### src/rtl/hdmi_word_align.sv
// hdmi_word_align
// Finds the 10-bit word boundary in a raw TMDS deserializer stream by hunting
// for runs of control tokens at each of the 10 possible bit rotations, then
// emits boundary-aligned words with control-token decode and lock status.
// One instance per TMDS channel, pixel clock domain.
//
// Ports:
//   i_clk        pixel clock
//   i_reset_n    synchronous active-low reset
//   i_ce         i_word valid this cycle
//   i_word       raw deserialized word, bit 0 received first
//   i_realign    one-cycle request to drop the current rotation and search again
//   o_ce         output word valid (one cycle after i_ce)
//   o_word       aligned TMDS word
//   o_ctrl       o_word is a control token
//   o_ctrl_data  decoded {C1,C0} of the control token, 00 otherwise
//   o_locked     word boundary established
//   o_shift      current rotation, 0..9
//
// state  | meaning
// SEARCH | dwell at each rotation looking for MIN_RUN consecutive tokens
// LOCKED | rotation frozen; drop lock if no qualifying run within the timeout
module hdmi_word_align #(
    parameter int MIN_RUN   = 8,
    parameter int LGDWELL   = 12,
    parameter int LGTIMEOUT = 22
) (
    input  logic       i_clk,
    input  logic       i_reset_n,
    input  logic       i_ce,
    input  logic [9:0] i_word,
    input  logic       i_realign,
    output logic       o_ce,
    output logic [9:0] o_word,
    output logic       o_ctrl,
    output logic [1:0] o_ctrl_data,
    output logic       o_locked,
    output logic [3:0] o_shift
);
    localparam int RUN_W = $clog2(MIN_RUN + 1);
    localparam logic [RUN_W-1:0] RUN_MAX = RUN_W'(MIN_RUN);

    typedef enum logic {
        SEARCH = 1'b0,
        LOCKED = 1'b1
    } state_t;

    state_t               state, state_nx;
    logic [3:0]           shift, shift_nx;
    logic [RUN_W-1:0]     run, run_upd, run_nx;
    logic [LGDWELL-1:0]   dwell, dwell_nx;
    logic [LGTIMEOUT-1:0] tmo, tmo_nx;
    logic [9:0]           prev;
    logic [9:0]           candidate;
    logic                 match;
    logic [1:0]           dec;
    logic                 hit;
    logic                 adv;

    // prev holds the older bits, so rotation s takes bits s..s+9 of {i_word,prev}.
    assign candidate = 10'({i_word, prev} >> shift);

    always_comb begin
        match = 1'b1;
        dec   = 2'b00;
        case (candidate)
            10'h354: dec = 2'b00;
            10'h0AB: dec = 2'b01;
            10'h154: dec = 2'b10;
            10'h2AB: dec = 2'b11;
            default: match = 1'b0;
        endcase
    end

    always_comb begin
        run_upd = run;
        if (i_ce) begin
            if (!match)
                run_upd = '0;
            else if (run != RUN_MAX)
                run_upd = run + 1'b1;
        end
    end

    // A saturated run keeps qualifying on every further token.
    assign hit = i_ce && match && (run_upd == RUN_MAX);

    always_comb begin
        state_nx = state;
        shift_nx = shift;
        run_nx   = run_upd;
        dwell_nx = dwell;
        tmo_nx   = tmo;
        adv      = 1'b0;
        if (i_realign) begin
            state_nx = SEARCH;
            adv      = 1'b1;
            run_nx   = '0;
            dwell_nx = '0;
            tmo_nx   = '0;
        end else begin
            case (state)
                SEARCH: begin
                    if (i_ce)
                        dwell_nx = dwell + 1'b1;
                    if (hit) begin
                        state_nx = LOCKED;
                        dwell_nx = '0;
                        tmo_nx   = '0;
                    end else if (i_ce && (&dwell)) begin
                        adv      = 1'b1;
                        run_nx   = '0;
                        dwell_nx = '0;
                    end
                end
                LOCKED: begin
                    if (i_ce)
                        tmo_nx = tmo + 1'b1;
                    if (hit) begin
                        tmo_nx = '0;
                    end else if (i_ce && (&tmo)) begin
                        state_nx = SEARCH;
                        adv      = 1'b1;
                        run_nx   = '0;
                        dwell_nx = '0;
                        tmo_nx   = '0;
                    end
                end
                default: state_nx = SEARCH;
            endcase
        end
        if (adv)
            shift_nx = (shift == 4'd9) ? 4'd0 : shift + 4'd1;
    end

    always_ff @(posedge i_clk) begin
        if (!i_reset_n) begin
            state <= SEARCH;
            shift <= '0;
            run   <= '0;
            dwell <= '0;
            tmo   <= '0;
        end else begin
            state <= state_nx;
            shift <= shift_nx;
            run   <= run_nx;
            dwell <= dwell_nx;
            tmo   <= tmo_nx;
        end
    end

    always_ff @(posedge i_clk) begin
        if (!i_reset_n) begin
            prev        <= '0;
            o_ce        <= 1'b0;
            o_word      <= '0;
            o_ctrl      <= 1'b0;
            o_ctrl_data <= 2'b00;
        end else begin
            o_ce <= i_ce;
            if (i_ce) begin
                prev        <= i_word;
                o_word      <= candidate;
                o_ctrl      <= match;
                o_ctrl_data <= dec;
            end
        end
    end

    assign o_locked = (state == LOCKED);
    assign o_shift  = shift;

endmodule

### config.mk
export PLATFORM = sky130hd
export DESIGN_NAME = hdmi_word_align
export DESIGN_NICKNAME = d
export VERILOG_FILES = /design/src/rtl/hdmi_word_align.sv
export SDC_FILE = /design/constraint.sdc
export NUM_CORES = 1
export LEC_CHECK = 0
export ABC_CLOCK_PERIOD_IN_PS = 4100
export BUFFER_PORTS_ARGS = -buffer_cell sky130_fd_sc_hd__clkbuf_2
export CORE_UTILIZATION = 55
export CTS_CLUSTER_SIZE = 10
export DETAILED_ROUTE_END_ITERATION = 10
export PLACE_DENSITY = 0.82
export RECOVER_POWER = 100
export SYNTH_ARGS = -nofsm -noshare
export SYNTH_HDL_FRONTEND = slang
export SYNTH_SLANG_ARGS = --single-unit
export TNS_END_PERCENT = 5
### constraint.sdc
create_clock -name i_clk -period 4.1 [get_ports i_clk]
set_input_delay 0.41 -clock i_clk [delete_from_list [all_inputs] [get_ports i_clk]]
set_output_delay 0.41 -clock i_clk [all_outputs]
set_load 0.05 [all_outputs]
==> metrics.txt, run 1 <==
hold crit path type input pin to register; EDFF count, synth 0; Setup violations, final 0; r2r setup slk 0.46 ns; Initial DRC Count 203; WS Path Type register to register; CTS resizes 0; hpwl dp 6.318 mm; Via-to-Cell Ratio 6.179; Yosys Warn Count 0; Peak VDD IR 0.0002200 V; Post-Syn Area 4036 um^2; headroom to the max-slew limit 0.2354; RSZ-0062 raised after global routing false; Num CTS Buffers 9; Period Utilization, post-route 0.8871; CP max FO 13; CP max stage delay 0.80 ns; Routed WL 9.276 mm; Post-synth ARST share 0; FF-to-FF Start o_shift[1]$_SDFFE_PN0P_; Int Power 1.033 mW; CP max stage cell dfxtp_1; Leak 1.525 nW; GRT Total Usage 0.2619; switch share 0.2937; most common flop cell mapped by yosys dfxtp_1; final net count 491; CTS hold repair buffers 0; filler instances 594; fin crit period 3.637 ns; CP Capture Type register; Worst-Skew Late Latency 0.36 ns; pin count of the biggest net entering global routing 33; setup TNS 0 ns; via count of the routed design 3547; total gr overflow 0; Die H 87.67 um; drt wl/cell 16.16 um; clock root cell clkbuf_8; Yosys reg bits 67; final hold viol count 0; Seq pwr share 0.471; number of remaining DRC errors 0; sequential-to-total area share from yosys stat 0.3323; clock sinks 67; Peak Freq 0.2749 GHz; layout cell share with drive strength beyond 1 0.1464; Critical Path AT 3.89 ns; crit path capture o_shift[3]$_SDFFE_PN0P_; I/O pins 33; core area 6944 um^2; GP Congestion 0.9189; clock share of power 0.390; Slew @ Worst Pin 1.147 ns; initial antenna violation count 0; pwr dens 333.8 nW/um^2; Initial Util 0.5813; Area Overhead vs Synth 8.555%; cell breakdown of the critical path mux4_2 > mux2i_1 > nand4_1 > a221o_1 > or4_4 > a41oi_2 > o41ai_1 > a31o_1; Die Area 7685 um^2; Clk pin slew, worst setup/hold paths 0.09 ns; status finished, final reports clean; CTS tree done; port bufs 32; synthesized instance count 445; Worst Setup SP o_shift[1]$_SDFFE_PN0P_; clock skew 0.01318 ns; Worst Setup Start Kind register; Required @ worst endpoint 4.35 ns; clk buf depth 2; n_diodes 0; final std cells w/o fill 574; post-CTS setup buffers 0; Max Slew Vio Count 0; Cell Rows 30; R2R cell count 8; vias in the first global route 3275; Post-Syn Nets 463; P_sw 0.4295 mW; Max Cap Viol 0; Syn Area/Cell 9.070 um^2; Synth cell types 63; FF-to-FF End o_shift[3]$_SDFFE_PN0P_; DR pass1 iterations 5; Die X 87.67 um; H-tree depth 3; final antenna-violating net count 0; cell count after placement 558; first-pass GRT wire length 15.69 mm; Gate power share 0.139
cells by family (layout without fill, tap and decap cells):
family,count (synthesis),after routing,share of synthesized area
multiplexers,50,50,0.1813
buffers and inverters,41,74,0.05238
AND/OR/NAND/NOR,179,179,0.2337
flip-flops,67,67,0.3323
adder cells (fa/ha/maj),4,4,0.01240
XOR/XNOR,15,15,0.03255
AO/OA/AOI/OAI,89,89,0.1553
flip-flops by register name, indices dropped and copies added, names as in the netlist:
| register | flops |
|---|---|
| dwell | 12 |
| o_ce | 1 |
| o_ctrl | 1 |
| o_ctrl_data | 2 |
| o_locked | 1 |
| o_shift | 4 |
| o_word | 10 |
| prev | 10 |
| run | 4 |
| tmo | 22 |
cells in the mapped netlist, types with 2 or more instances:
cell	n	area share
dfxtp_1	67	0.33
nor2_1	37	0.034
nand2_1	36	0.033
mux2i_1	27	0.067
a21oi_1	23	0.029
nand3_1	22	0.027
nor2b_1	20	0.031
mux4_2	18	0.10
inv_1	15	0.014
o21ai_0	11	0.014
xnor2_1	11	0.024
a21oi_2	10	0.022
clkbuf_1	10	0.0093
or4_1	10	0.019
o31ai_1	9	0.017
nand4_1	8	0.012
nor3_1	8	0.0099
or3_1	7	0.011
and3_1	6	0.0093
and2_1	5	0.0077
buf_6	5	0.014
mux2_2	5	0.014
o21ai_1	5	0.0062
a22oi_1	4	0.0074
buf_1	4	0.0037
buf_2	4	0.0050
ha_1	4	0.012
xor2_1	4	0.0087
a21boi_0	3	0.0056
nor4_1	3	0.0047
o211a_1	3	0.0074
o211ai_1	3	0.0056
a21o_1	2	0.0037
a221oi_1	2	0.0043
a31oi_1	2	0.0031
nand2b_1	2	0.0031
nand4b_1	2	0.0043
nor3b_1	2	0.0037
or2_2	2	0.0031
layout by cell type, fill, tap and decap left out, types with 3 or more instances in the layout:
master / netlist / routed
clkbuf_2: 0 / 12
nor3_1: 8 / 8
o21ai_1: 5 / 5
nor4_1: 3 / 3
and3_1: 6 / 6
nor2_1: 37 / 37
and2_1: 5 / 4
ha_1: 4 / 4
nand4_1: 8 / 8
o211a_1: 3 / 3
inv_1: 15 / 15
or4_1: 10 / 10
nor2b_1: 20 / 20
o31ai_1: 9 / 9
xnor2_1: 11 / 11
buf_4: 1 / 10
mux2_2: 5 / 5
nand2_1: 36 / 36
or3_1: 7 / 7
o211ai_1: 3 / 3
clkbuf_1: 10 / 20
mux4_2: 18 / 18
xor2_1: 4 / 4
a21boi_0: 3 / 4
dfxtp_1: 67 / 67
mux2i_1: 27 / 27
o21ai_0: 11 / 12
nand3_1: 22 / 22
a22oi_1: 4 / 4
clkbuf_8: 0 / 9
a21oi_1: 23 / 31
final cells by class:
type                       count  area (um^2)  share of cell area
sequential                    67         1341              0.3061
timing repair buffer          42        210.2             0.04797
multi-input combinational    337         2450              0.5591
tap                           96        120.1             0.02741
clock inverter                 7        76.32             0.01742
inverter                      16        60.06             0.01371
clock buffer                   9        123.9             0.02827
how the worst min path moves through the flow:
stage                     slack [ns]                   startpoint                          end  depth (start not counted)
after global placement          0.46        dwell[7]$_SDFFE_PP0P_        dwell[7]$_SDFFE_PP0P_                          2
after global routing            0.38                    i_word[7]         prev[7]$_SDFFE_PN0P_                          3
after detailed placement        0.47  o_ctrl_data[0]$_SDFFE_PN0P_  o_ctrl_data[0]$_SDFFE_PN0P_                          2
after CTS                       0.36                    i_word[7]         prev[7]$_SDFFE_PN0P_                          3
after floorplan                 0.45        dwell[7]$_SDFFE_PP0P_        dwell[7]$_SDFFE_PP0P_                          2
final                           0.36                    i_word[7]         prev[7]$_SDFFE_PN0P_                          3
through the flow:
stage / hold slack [ns] / util / setup slack, ns / power (mW) / area, um^2
2_1_floorplan: 0.4466 / - / 0.7224 / 0.8569 / 4036
3_3_place_gp: 0.4553 / 0.6106 / 0.6223 / 0.8994 / 4240
3_5_place_dp: 0.4699 / 0.6106 / 0.4800 / 0.9061 / 4240
4_1_cts: 0.3597 / 0.6395 / 0.4763 / 1.470 / 4441
5_1_grt: 0.3790 / 0.6310 / 0.1147 / 1.518 / 4382
6_report: 0.3625 / 0.6310 / 0.4628 / 1.463 / 4382
routing by layer:
metal | vias to the layer above | wire length, um | track usage
li1 | 1693 | - | -
met2 | 147 | 4511 | 0.4219
met3 | 16 | 548 | 0.04053
met1 | 1691 | 4056 | 0.3537
met4 | 0 | 160 | 0.1058
met5 | - | 0 | 0
power by group through the flow:
stage | Sequential (mW) | Combinational, mW | Clock [mW]
CTS | 0.688 | 0.205 | 0.578
global route | 0.691 | 0.217 | 0.610
floorplan | 0.718 | 0.139 | 0
finish | 0.688 | 0.204 | 0.570
detailed placement | 0.703 | 0.203 | 0
global placement | 0.702 | 0.198 | 0
worst max-delay path, delay by kind of cell, from the launching register on:
kind / cells / cell delay, ns
AND/OR/NAND/NOR: 2 / 0.65
AO/OA/AOI/OAI: 4 / 1.13
multiplexers: 2 / 0.96
flip-flops: 1 / 0.80
(Power assumes the default switching activity.)
==> inputs of run 2 (changes only) <==
- RECOVER_POWER: 100 -> 25
==> run 2 against run 1 <==
Net effect:
- first-iteration DRC count rose by 9.4%
- sequential power barely moved
- worst setup slack lost 0.0086 ns
- die area is the same
- critical endpoint unchanged
==> metrics.txt, run 2 (synthesis results as in run 1) <==
DR pass1 iterations 5 (unchanged); clk buf depth 2 (unchanged); Peak VDD IR 0.0002210 V (+0.45%); Routed WL 9.247 mm (-0.31%); most frequent cells in the layout dfxtp_1 (67), nor2_1 (37), nand2_1 (36), mux2i_1 (27), a21oi_1 (23); vias in the first global route 3275 (unchanged); Die Area 7685 um^2 (unchanged); WHS 0.3622 ns (-0.0002740 ns); number of remaining DRC errors 0 (unchanged); R2R cell count 8 (unchanged); final hold viol count 0 (unchanged); Via-to-Cell Ratio 6.166 (-0.23%); clock skew 0.01316 ns (-0.00001620 ns); post-CTS setup buffers 0 (unchanged); Setup violations, final 0 (unchanged); WS Path Type register to register; cell count after placement 558 (unchanged); pin count of the biggest net entering global routing 33 (unchanged); Max Slew Vio Count 0 (unchanged); layout cell share with drive strength beyond 1 0.1841 (+0.03766); Worst-Skew Late Latency 0.36 ns (about the same); Largest Register tmo; GRT Total Usage 0.2619 (unchanged); H-tree depth 3 (unchanged); CP max FO 13 (unchanged); hold path startpoint i_word[7]; setup TNS 0 ns (unchanged); r2r setup slk 0.45 ns (about the same); Hold Path Sink prev[7]$_SDFFE_PN0P_; footprint of the multi-input gates 2484 um^2 (+1.4%); Leak 1.558 nW (+2.1%); CTS hold repair buffers 0 (unchanged); Clk pin slew, worst setup/hold paths 0.09 ns (about the same); port bufs 32 (unchanged); hpwl dp 6.318 mm (unchanged); Peak Freq 0.2743 GHz (-0.24%); FF-to-FF Start o_shift[1]$_SDFFE_PN0P_; fin crit period 3.646 ns (+0.008638 ns); Die H 87.67 um (unchanged); total power 1.465 mW (+0.17%); Max Cap Viol 0 (unchanged); final antenna-violating net count 0 (unchanged); first-pass GRT wire length 15.69 mm (unchanged); core area 6944 um^2 (unchanged); most common cell after layout, fill and taps aside dfxtp_1; Area Overhead vs Synth 9.672%; n_diodes 0 (unchanged); CTS resizes 0 (unchanged); Period Utilization, post-route 0.8892 (+0.002107); final net count 491 (unchanged); Cell Rows 30 (unchanged); via count of the routed design 3539 (-0.23%); FF-to-FF End o_shift[3]$_SDFFE_PN0P_; Initial Util 0.5813 (unchanged); Initial DRC Count 222 (+9.4%); status finished, final reports clean; RSZ-0062 raised after global routing false; Final Instance Area 4427 um^2 (+1.0%); pwr dens 331.0 nW/um^2 (-0.85%); total gr overflow 0 (unchanged); hold crit path type input pin to register; initial antenna violation count 0 (unchanged); Required @ worst endpoint 4.35 ns (about the same); Worst Setup SP o_shift[1]$_SDFFE_PN0P_; final std cells w/o fill 574 (unchanged); drt wl/cell 16.11 um (-0.31%); Slew @ Worst Pin 1.161 ns (+0.01405 ns); Critical Path AT 3.90 ns (about the same); biggest regs tmo x22, dwell x12; placed instance area 4240 um^2 (unchanged); Die X 87.67 um (unchanged); clock sinks 67 (unchanged); Worst Setup Start Kind register; GP Congestion 0.9189 (unchanged); CP Capture Type register; I/O pins 33 (unchanged); max reg flops 22 (unchanged); sequential cell area 1341 um^2 (unchanged); CTS tree done; headroom to the max-slew limit 0.2261 (-0.009367); filler instances 580 (-2.4%); hold depth 3 (unchanged); clock root cell clkbuf_8; Num CTS Buffers 9 (unchanged)
## run 2: power breakdown
part	internal (mW)	total (mW)	switching (mW)
Combinational	0.0844	0.206	0.122
Clock	0.285	0.571	0.286
Sequential	0.665	0.688	0.0230
Total	1.03	1.47	0.431
## run 2: worst max-delay path, cell delays in order (launching register included)
cell and delay [ns]:
dfxtp_1 0.80, mux4_2 0.61, mux2i_1 0.35, nand4_1 0.19
a221o_1 0.39, or4_4 0.47, a41oi_2 0.36, o41ai_1 0.13
a31o_1 0.25
## run 2: per-stage QoR
| step | util | setup WS, ns |
|---|---|---|
| finish | 0.6375 | 0.4541 |
| floorplan | - | 0.7224 |
| CTS | 0.6395 | 0.4763 |
| global route | 0.6375 | 0.1282 |
| detailed placement | 0.6106 | 0.4800 |
| global placement | 0.6106 | 0.6223 |
## run 2: layout make-up
cell class,instances,area share
Clock inverter,7,0.01724
Tap cell,96,0.02713
Sequential cell,67,0.3030
Clock buffer,9,0.02798
Inverter,16,0.01357
Timing Repair Buffer,42,0.05003
Multi-Input combinational cell,337,0.5611
## run 2: worst max path at each step
stage,end,slack [ns],depth (start not counted)
after CTS,o_shift[3]$_SDFFE_PN0P_,0.48,8
after global placement,tmo[19]$_SDFFE_PP0P_,0.62,9
after detailed placement,o_shift[3]$_SDFFE_PN0P_,0.48,8
after floorplan,dwell[1]$_SDFFE_PP0P_,0.72,12
after global routing,tmo[16]$_SDFFE_PP0P_,0.13,9
final,o_shift[3]$_SDFFE_PN0P_,0.45,8
## run 2: per-layer routing
| metal | vias to the layer above | share of wire | global-route usage |
|---|---|---|---|
| li1 | 1695 | - | - |
| met1 | 1697 | 0.44 | 0.3537 |
| met2 | 125 | 0.48 | 0.4219 |
| met3 | 22 | 0.054 | 0.04053 |
| met4 | 0 | 0.025 | 0.1058 |
| met5 | - | 0 | 0 |
